[config.mk]
export PLATFORM = sky130hd
export DESIGN_NAME = serial_adder
export DESIGN_NICKNAME = d
export VERILOG_FILES = /design/src/rtl/serial_adder_pkg.sv /design/src/rtl/FAD.sv /design/src/rtl/serial_adder.sv
export SDC_FILE = /design/constraint.sdc
export NUM_CORES = 1
export LEC_CHECK = 0
export CAP_MARGIN = 20
export CORE_ASPECT_RATIO = 0.8
export CORE_MARGIN = 2
export CORE_UTILIZATION = 45
export DETAILED_ROUTE_END_ITERATION = 7
export PLACE_DENSITY = 0.73
export SYNTH_ARGS = -nofsm -noshare
export SYNTH_HDL_FRONTEND = slang
export SYNTH_HIERARCHICAL = 1
export SYNTH_SLANG_ARGS = --single-unit
[constraint.sdc]
create_clock -name clk -period 2.2 [get_ports clk]
set_input_delay 0.33 -clock clk [delete_from_list [all_inputs] [get_ports clk]]
set_output_delay 0.33 -clock clk [all_outputs]
set_load 0.005 [all_outputs]
[src/rtl/serial_adder_pkg.sv]
// Shared types and constants for the bit-serial adder.
// Latency: n/a (declarations only).
// Backpressure: n/a (declarations only).
// Contents: state_t (IDLE/RUN/DONE), default operand width, bit-counter width helper.
package serial_adder_pkg;

    // Default operand/result width in bits (minimum 2).
    localparam int SA_WIDTH = 8;

    // Bit counter width for the default width.
    localparam int SA_CNT_W = $clog2(SA_WIDTH);

    typedef enum logic [1:0] {
        IDLE = 2'd0,
        RUN  = 2'd1,
        DONE = 2'd2
    } state_t;

    // Counter width for an arbitrary operand width; never narrower than one bit.
    function automatic int cnt_width(input int w);
        return (w < 2) ? 1 : $clog2(w);
    endfunction

endpackage

[src/rtl/FAD.sv]
// One-bit full-adder cell used as the bit slice of the serial adder.
// Latency: purely combinational.
// Backpressure: none.
// Ports: a, b, cin (inputs), sum, cout (outputs).
module FAD (
    input  logic a,
    input  logic b,
    input  logic cin,
    output logic sum,
    output logic cout
);

    assign sum  = a ^ b ^ cin;
    assign cout = (a & b) | (cin & (a ^ b));

endmodule

[src/rtl/serial_adder.sv]
// Bit-serial adder: sum/cout = a + b + cin, one bit per clock through a single FAD cell.
// Latency: result visible WIDTH clocks after the accepting edge; accepts spaced WIDTH+2 apart.
// Backpressure: valid/ready on both sides; result held in DONE until out_ready, one op in flight.
// Ports: clk, rst_n (sync, active-low); in_valid/in_ready with a, b, cin;
//        out_valid/out_ready with sum, cout; busy flags the RUN state.
module serial_adder
    import serial_adder_pkg::*;
#(
    parameter int WIDTH = SA_WIDTH
) (
    input  logic             clk,
    input  logic             rst_n,
    input  logic             in_valid,
    output logic             in_ready,
    input  logic [WIDTH-1:0] a,
    input  logic [WIDTH-1:0] b,
    input  logic             cin,
    output logic             out_valid,
    input  logic             out_ready,
    output logic [WIDTH-1:0] sum,
    output logic             cout,
    output logic             busy
);

    localparam int CW = cnt_width(WIDTH);

    state_t           state;
    state_t           state_nxt;
    logic [WIDTH-1:0] areg;
    logic [WIDTH-1:0] breg;
    logic [WIDTH-1:0] rreg;
    logic             carry;
    logic [CW-1:0]    cnt;
    logic             last;
    logic             fa_sum;
    logic             fa_cout;

    // Single bit slice: LSBs of both operand shifters plus the running carry.
    FAD u_fad (
        .a    (areg[0]),
        .b    (breg[0]),
        .cin  (carry),
        .sum  (fa_sum),
        .cout (fa_cout)
    );

    assign last = (cnt == CW'(WIDTH - 1));

    // State register
    always_ff @(posedge clk) begin
        if (!rst_n) begin
            state <= IDLE;
        end else begin
            state <= state_nxt;
        end
    end

    // Next-state logic
    always_comb begin
        state_nxt = state;
        case (state)
            IDLE:    if (in_valid)  state_nxt = RUN;
            RUN:     if (last)      state_nxt = DONE;
            DONE:    if (out_ready) state_nxt = IDLE;
            default:                state_nxt = IDLE;
        endcase
    end

    // Outputs decoded from state only, so no ready->valid or valid->ready paths exist.
    always_comb begin
        in_ready  = 1'b0;
        out_valid = 1'b0;
        busy      = 1'b0;
        case (state)
            IDLE:    in_ready  = 1'b1;
            RUN:     busy      = 1'b1;
            DONE:    out_valid = 1'b1;
            default: in_ready  = 1'b0;
        endcase
    end

    // Datapath. The result register fills from the MSB side, so after WIDTH shifts
    // bit 0 of the sum sits at bit 0. The visible sum/cout only change on the
    // final RUN cycle, which keeps them stable through IDLE and RUN.
    always_ff @(posedge clk) begin
        if (!rst_n) begin
            areg  <= '0;
            breg  <= '0;
            rreg  <= '0;
            carry <= 1'b0;
            cnt   <= '0;
            sum   <= '0;
            cout  <= 1'b0;
        end else if (state == IDLE) begin
            if (in_valid) begin
                areg  <= a;
                breg  <= b;
                carry <= cin;
                cnt   <= '0;
            end
        end else if (state == RUN) begin
            areg  <= areg >> 1;
            breg  <= breg >> 1;
            rreg  <= {fa_sum, rreg[WIDTH-1:1]};
            carry <= fa_cout;
            cnt   <= cnt + CW'(1);
            if (last) begin
                sum  <= {fa_sum, rreg[WIDTH-1:1]};
                cout <= fa_cout;
            end
        end
    end

endmodule
[After elaboration in Yosys (flattened, before gate mapping)]
Cells that the tools add are included.
Storage, ports and cells
  register bits after elaboration: 39
  input bits: 21
  output and inout port bits: 12
  word-level logic and storage cells: 46
Cells by class
  add/sub/neg operators: 1
  eq/ne operators: 6
  multiplexer cells: 19
  bitwise logic cells: 6
  reduce and logical (&&, ||, !) cells: 6
Operators by type and width (count)
  $mux W8: 6
  $mux W3: 3
  $mux W1: 6
  $mux W2: 3
  $ne A2 B2 Y1 const B: 3
  $pmux W2 S3: 1
  $reduce_and A3 Y1: 2
  $reduce_and A2 Y1: 2
  $add A3 B1 Y3 const B: 1
  $eq A3 B3 Y1 const B: 1
  $and A1 B1 Y1: 2
  $eq A2 B1 Y1 const B: 1
  $eq A2 B2 Y1 const B: 1
  $logic_not A2 Y1: 1
  $reduce_bool A2 Y1: 1
  $xor A1 B1 Y1: 2
  $not A1 Y1: 1
  $or A1 B1 Y1: 1

[Depth between registers and ports, before layout]
  word-level depth: 5
  gate-level depth with buffers: 6
  gate-level depth less buffers: 5

[Cells and area by module]
Netlist, hierarchy kept.
By module, submodules not included
  serial_adder: times used 1, cells each 174, area each 1580.3 um^2, sequential area each 760.7 um^2
  FAD: times used 1, cells each 1, area each 20.0 um^2, sequential area each 0.0 um^2

[Least setup slack after synthesis]
No wires, ideal clock.
  path type: register to register
  from: register cnt[0]
  to: register state[0]
  setup time: 0.121 ns
  data arrival time: 1.135 ns
  required time: 2.079 ns
  setup slack: 0.944 ns
  cell stages (with the launch flop): 7
  path buffers: 1
  period minus slack after synthesis: 1.256 ns
  path through: dfxtp_1 ha_1 ha_1 buf_1 inv_1 a21oi_1 nor2_1
Between the ends
  longest elaborated chain between the ends: 3
RTL lines
  start, declared: line serial_adder.sv:33  | logic [CW-1:0] cnt;
  start signal, assigned: line serial_adder.sv:106  | cnt <= cnt + CW'(1);
  $eq A3 B3 Y1: line serial_adder.sv:47  | assign last = (cnt == CW'(WIDTH - 1));
  $ne A2 B2 Y1 (no source line)
  $reduce_and A3 Y1 (no source line)
  end signal, assigned: line serial_adder.sv:54  | state <= state_nxt;
  end, declared: line serial_adder.sv:27  | state_t state;
Every way passes these cells.
A chain may end at the register's enable or synchronous reset.

[Final worst setup path]
  from: register state[1]
  to: output busy
Between the ends
  longest elaborated chain between the ends: 2
RTL lines
  $eq A2 B1 Y1: line serial_adder.sv:74  | case (state)
  $mux W1: line serial_adder.sv:74
  end, declared: line serial_adder.sv:22  | output logic busy
Every way passes these cells.

==> results.txt <==
----------------------------------------------------
[Clocking]
  CTS buffer count ... 5
  Number of buffers inserted to repair setup after CTS ... 0
  # H-tree levels ... 2
  Clock latency at the later pin of the worst-skew pair ... 0.29 ns
  Clock tree from TritonCTS ... done
  Longest Clk Path Bufs ... 2
  Sink count of the clock tree ... 38
  Clock slew at reported path FFs ... 0.06 ns
  Buffer type at the clock tree root ... clkbuf_8

[STA]
  Worst clock skew ... 0.00219 ns
  Period Utilization, post-route ... 0.950
  Fin. max-slew vios ... 0
  Top achievable clock speed ... 0.479 GHz
  Final critical-path required period ... 2.09 ns
  Total negative slack ... 0 ns
  Slew at the pin with the worst max-slew slack ... 0.698 ns
  Headroom to the max-slew limit ... 0.534
  Final Hold Violating Endpoints ... 0
  RSZ-0062 raised after global routing ... no
  Number of setup violations in the final report ... 0

[Finish]
  Most frequent cells in the layout ... nand2_1, dfxtp_1, clkdlybuf4s50_1
  Relative area change from synthesis to final layout ... 24.9%
  FF+latch area ... 761 um2
  Final layout net count ... 228
  Diodes inserted ... 0
  Most common cell after layout, fill and taps aside ... nand2_1
  Combined area of the multi-input logic cells ... 756 um2
  Fill cell instance count of the final layout ... 315
  Share of cells above drive strength 1 ... 0.0588
  Final core utilization ... 0.584

[Routing]
  DRC Markers ... 0
  First-pass DRT Iterations ... 4
  Final wirelength ... 3170 um
  Count of routing violations after the opening detailed-route iteration ... 71
  Average wire length per cell after detail routing ... 12.9 um
  Routed vias/inst ... 5.43
  Total number of vias ... 1336
  Number of nets still failing antenna checks after routing ... 0

[Die]
  Width of the die ... 70.7 um
  Overall die area ... 4050 um2
  Die Span Y ... 57.3 um
  Initial Util ... 0.467
  Site row count ... 19
  Number of I/O pins ... 33
  Core area ... 3420 um2

[Critical path]
  Setup slack on the worst flop-to-flop path ... 0.66 ns
  Critical path class ... reg -> out
  Bufs and invs on worst path ... 2
  Startpoint Class ... flip-flop
  Critical path peak fanout ... 20
  Critical path data required time ... 1.87 ns
  Dominant delay contributor by cell family on the critical path ... buffers and inverters
  Arr. time, crit path ... 1.76 ns
  Worst-path cell chain ... nand2b_1 -> inv_4 -> clkdlybuf4s50_1
  Slowest cell on the critical path ... clkdlybuf4s50_1
  Critical path's largest stage delay ... 0.55 ns
  Category of the worst setup path capture point ... output port

[Global routing]
  Maximum number of pins on one net before global-route repair ... 31
  Global-route usage over all layers ... 0.174
  Gr ovfl total ... 0
  Wire length of the first global-routing pass ... 5450 um
  Antenna violations before repair ... 0
  Vias in the first global route ... 1207

[Synth]
  Sequential fraction of the synthesis area ... 0.475
  Syn avg cell area ... 9.14 um2
  Post-synth net total ... 199
  Number of synthesized register bits ... 38
  Post-synthesis cell type count ... 27
  Gate count of the mapped netlist ... 175
  Total of warnings raised by yosys ... 6
  Netlist area before placement ... 1600 um2

[Run]
  Maximum Capacitance Violations ... 0

[Min path]
  Kind of path behind the tightest hold check ... reg -> reg

[Pwr]
  Leakage component of the power ... 0.705 nW
  Worst vdd ir ... 0.378 mV
  PD cells ... 660 nW/um2

[Place]
  Routability Congestion ... 0.840
  Number of port buffers ... 32
  Detailed-placement wirelength estimate ... 2290 um

[Status]
  Outcome ... finished, final reports clean

----------------------------------------------------
through the flow:
stage | setup WS, ns | cell area [um2] | std cells | power (mW) | hold WS, ns
detailed placement | 0.353 | 1920 | 239 | 0.901 | 0.449
finish | 0.110 | 2000 | 246 | 1.32 | 0.460
global route | 0.0397 | 2000 | 246 | 1.38 | 0.480
global placement | 0.436 | 1920 | 239 | 0.894 | 0.442
floorplan | 0.944 | 1600 | 175 | 0.841 | 0.432
CTS | 0.0342 | 2000 | 246 | 1.33 | 0.466
registers in the layout, summed over array words and instances (netlist names):
| name | cells |
|---|---|
| areg | 8 |
| rreg | 7 |
| breg | 8 |
| state | 2 |
| cout | 1 |
| carry | 1 |
| cnt | 3 |
| sum | 8 |
cells in the mapped netlist, drive strengths merged:
library cell,count,share of area
clkbuf,3,0.0070
nand3,9,0.028
and2,1,0.0055
dfxtp,38,0.48
o2bb2ai,6,0.033
nor2,2,0.0047
nand3b,1,0.0070
a22o,9,0.049
o21ai,9,0.028
fa,1,0.013
nand2b,3,0.012
inv,2,0.0047
a22oi,8,0.038
o21bai,1,0.012
mux2i,1,0.0063
a21boi,17,0.080
nand2,41,0.096
buf,10,0.041
nor2b,8,0.031
a32oi,2,0.011
a21oi,1,0.0031
ha,2,0.016
power by group:
group / leakage, nW / internal, mW / switching (mW)
sequential: 0.309 / 0.715 / 0.0154
combinational: 0.358 / 0.0790 / 0.0760
clock: 0.0383 / 0.218 / 0.216
worst paths after layout:
| kind | cells past startpoint | endpoint | startpoint |
|---|---|---|---|
| hold reg to reg | 2 | sum[1]$_SDFFE_PN0P_ | sum[1]$_SDFFE_PN0P_ |
| setup reg to reg | 5 | sum[6]$_SDFFE_PN0P_ | cnt[0]$_SDFFE_PN0P_ |
| hold / removal | 2 | sum[1]$_SDFFE_PN0P_ | sum[1]$_SDFFE_PN0P_ |
| setup / recovery | 3 | busy | state[1]$_SDFFE_PN0P_ |
per-layer routing:
metal  vias to the layer above  GRT usage  share of wire  wire length (um)
li1                        665          -              -                 -
met1                       629      0.227           0.46              1450
met2                        34      0.264           0.47              1480
met3                         8     0.0495          0.053               169
met4                         0     0.0943          0.021                67
met5                         -          0              0                 0
kinds of logic after synthesis:
logic type / after synthesis / synth area share
adder cells (fa/ha/maj): 3 / 0.0281
AO/OA/AOI/OAI: 53 / 0.253
flip-flops: 38 / 0.475
AND/OR/NAND/NOR: 65 / 0.185
multiplexers: 1 / 0.00626
buffers and inverters: 15 / 0.0524
worst register-to-register path, cell delays in order (launching register included):
cell and delay, ns:
dfxtp_1 0.36, ha_1 0.16, ha_1 0.42, nand3b_2 0.28, nand2_1 0.14, a21boi_0 0.08
layout make-up:
class | instances | area share
clock buffer | 7 | 0.0382
inverter | 2 | 0.00501
multi-input combinational | 122 | 0.378
sequential | 38 | 0.381
tap | 42 | 0.0263
timing repair buffer | 35 | 0.172
timing repair:
| action | in CTS | in global routing |
|---|---|---|
| gates resized for setup | 0 | 2 |
| hold buffers | 0 | 0 |
| endpoints found under the setup margin | 0 | 1 |
No activity file was read; power rests on OpenSTA's default activity.
==> variant: new RTL, same flow settings <==
Re-encode `state_t` (3 states) as one-hot, 3 bits wide.
--- a/src/rtl/serial_adder_pkg.sv
+++ b/src/rtl/serial_adder_pkg.sv
@@ -11,8 +11,8 @@
     localparam int SA_CNT_W = $clog2(SA_WIDTH);
 
-    typedef enum logic [1:0] {
-        IDLE = 2'd0,
-        RUN  = 2'd1,
-        DONE = 2'd2
+    typedef enum logic [2:0] {
+        IDLE = 3'b001,
+        RUN  = 3'b010,
+        DONE = 3'b100
     } state_t;
 
Formal check against the unedited RTL: no difference found for any inputs over 10 cycles, from zero or initial values and one cycle with rst_n low; not proved beyond that.
==> variant against the original RTL <==
Routed wire length increased by 0.57%. Die area increased by 0.66%. Sequential cell count increased by 1. Synthesized area increased by 0.70%. Final area increased by 0.88%. Worst setup slack got worse by 0.023 ns. Total power increased by 5.8%. Cell count decreased by 4.5%. Largest power group unchanged.
==> variant: results (changes against the original RTL) <==
- Relative slew slack: 81.2% (+28 points)
- All-Layer GR Usage: 17.3% (-0.17 points)
- Synth area leaders: dfxtp_1, o221a_1, nand2_1, o21a_1, nand3_1
- Final hold slack: 0.448 ns (-0.0112 ns)
- Synth async-reset ratio: 0% (unchanged)
- Share of layout cells above drive strength 1: 9.33% (+3.4 points)
- Fillers: 296 (-6.0%)
- Synth top cells by count: dfxtp_1, nand2_1, nand3_1, o21a_1, o221a_1
- Leak pwr: 0.767 nW (+8.7%)
- Reg-to-reg setup timing slack: 0.47 ns (-0.19 ns)
- DR iter-0 viols: 69 (-2.8%)
- DP HPWL: 2.21 mm (-3.7%)
- Setup Skew: 0.00221 ns (+0.0000200 ns)
- Vias in the first global route: 1181 (-2.2%)
- First-pass GRT wire length: 5.46 mm (+0.11%)
- Vias: 1283 (-4.0%)
- Netlist cell types: 30 (+11%)
- Status: finished, final reports clean
- Peak supply drop: 0.443 mV (+17%)
- Crit Path Max Fanout: 11 (-45%)
- Pin count of the biggest net entering global routing: 54 (+74%)
- Post-Place Worst Slack: 0.351 ns (-0.00243 ns)
- 1st-pass router iterations: 5 (+1)
- Hold path endpoint: sum[0]
- Longest Clk Path Bufs: 2 (unchanged)
- Hold Startpoint: sum[0]
- R2r endpoint: cnt[0]
- CP max stage delay: 0.53 ns (-0.02 ns)
- RR Startpoint: state[1]
- Synthesized Nets: 190 (-4.5%)
- Worst EP arrival: 1.78 ns (+0.02 ns)
- Layout Nets: 218 (-4.4%)
- Total wire length: 3.19 mm (+0.57%)
[variant: logic make-up after synthesis]
kind of cell / synth area share [%]
compound gates: 24.0
buf+inv: 6.13
simple gates: 18.6
flops: 48.4
fa+ha+maj: 2.79
[variant: worst max-delay path by stage]
stage / from / to / slack [ns] / cells after the start
2_1_floorplan: cnt[0] / state[2] / 0.77 / 5
3_3_place_gp: state[1] / busy / 0.43 / 3
3_5_place_dp: in_valid / cnt[0] / 0.35 / 5
4_1_cts: state[1] / busy / 0.07 / 3
5_1_grt: state[1] / busy / 0.007 / 3
6_report: state[1] / busy / 0.09 / 3
[variant: cell type report]
cell class / instances / area share, %
clock buffers: 6 / 3.60
inverters: 2 / 0.372
multi-input cells: 109 / 36.3
flip-flops and latches: 39 / 38.7
well taps: 42 / 2.61
repair buffers: 37 / 18.4
[variant: worst register-to-register path: cells and delay by family, from the launching register on]
kind	cells	cell delay, ns
and+or+nand+nor	2	0.64
DFF	1	0.39
buffers and inverters	2	0.48
AOI/OAI and AO/OA	1	0.10
[variant: metrics by stage]
step / cells / power, mW / instance area [µm²]
3_3_place_gp: 229 / 0.975 / 1940
2_1_floorplan: 166 / 0.909 / 1610
6_report: 235 / 1.40 / 2020
4_1_cts: 235 / 1.42 / 2020
5_1_grt: 235 / 1.47 / 2020
3_5_place_dp: 229 / 0.987 / 1940
[variant: power by group]
group | switching (mW) | internal (mW)
combinational | 0.0848 | 0.110
clock | 0.214 | 0.211
sequential | 0.0264 | 0.749
total | 0.325 | 1.07
[variant: per-layer routing]
metal  routed length [µm]  vias to the layer above  global-route usage (%)
met5                    0                        -                       0
met4                   36                        0                    4.85
met2                 1530                       32                    28.0
met1                 1460                      594                    21.7
met3                  165                        6                    6.54
li1                     -                      651                       -
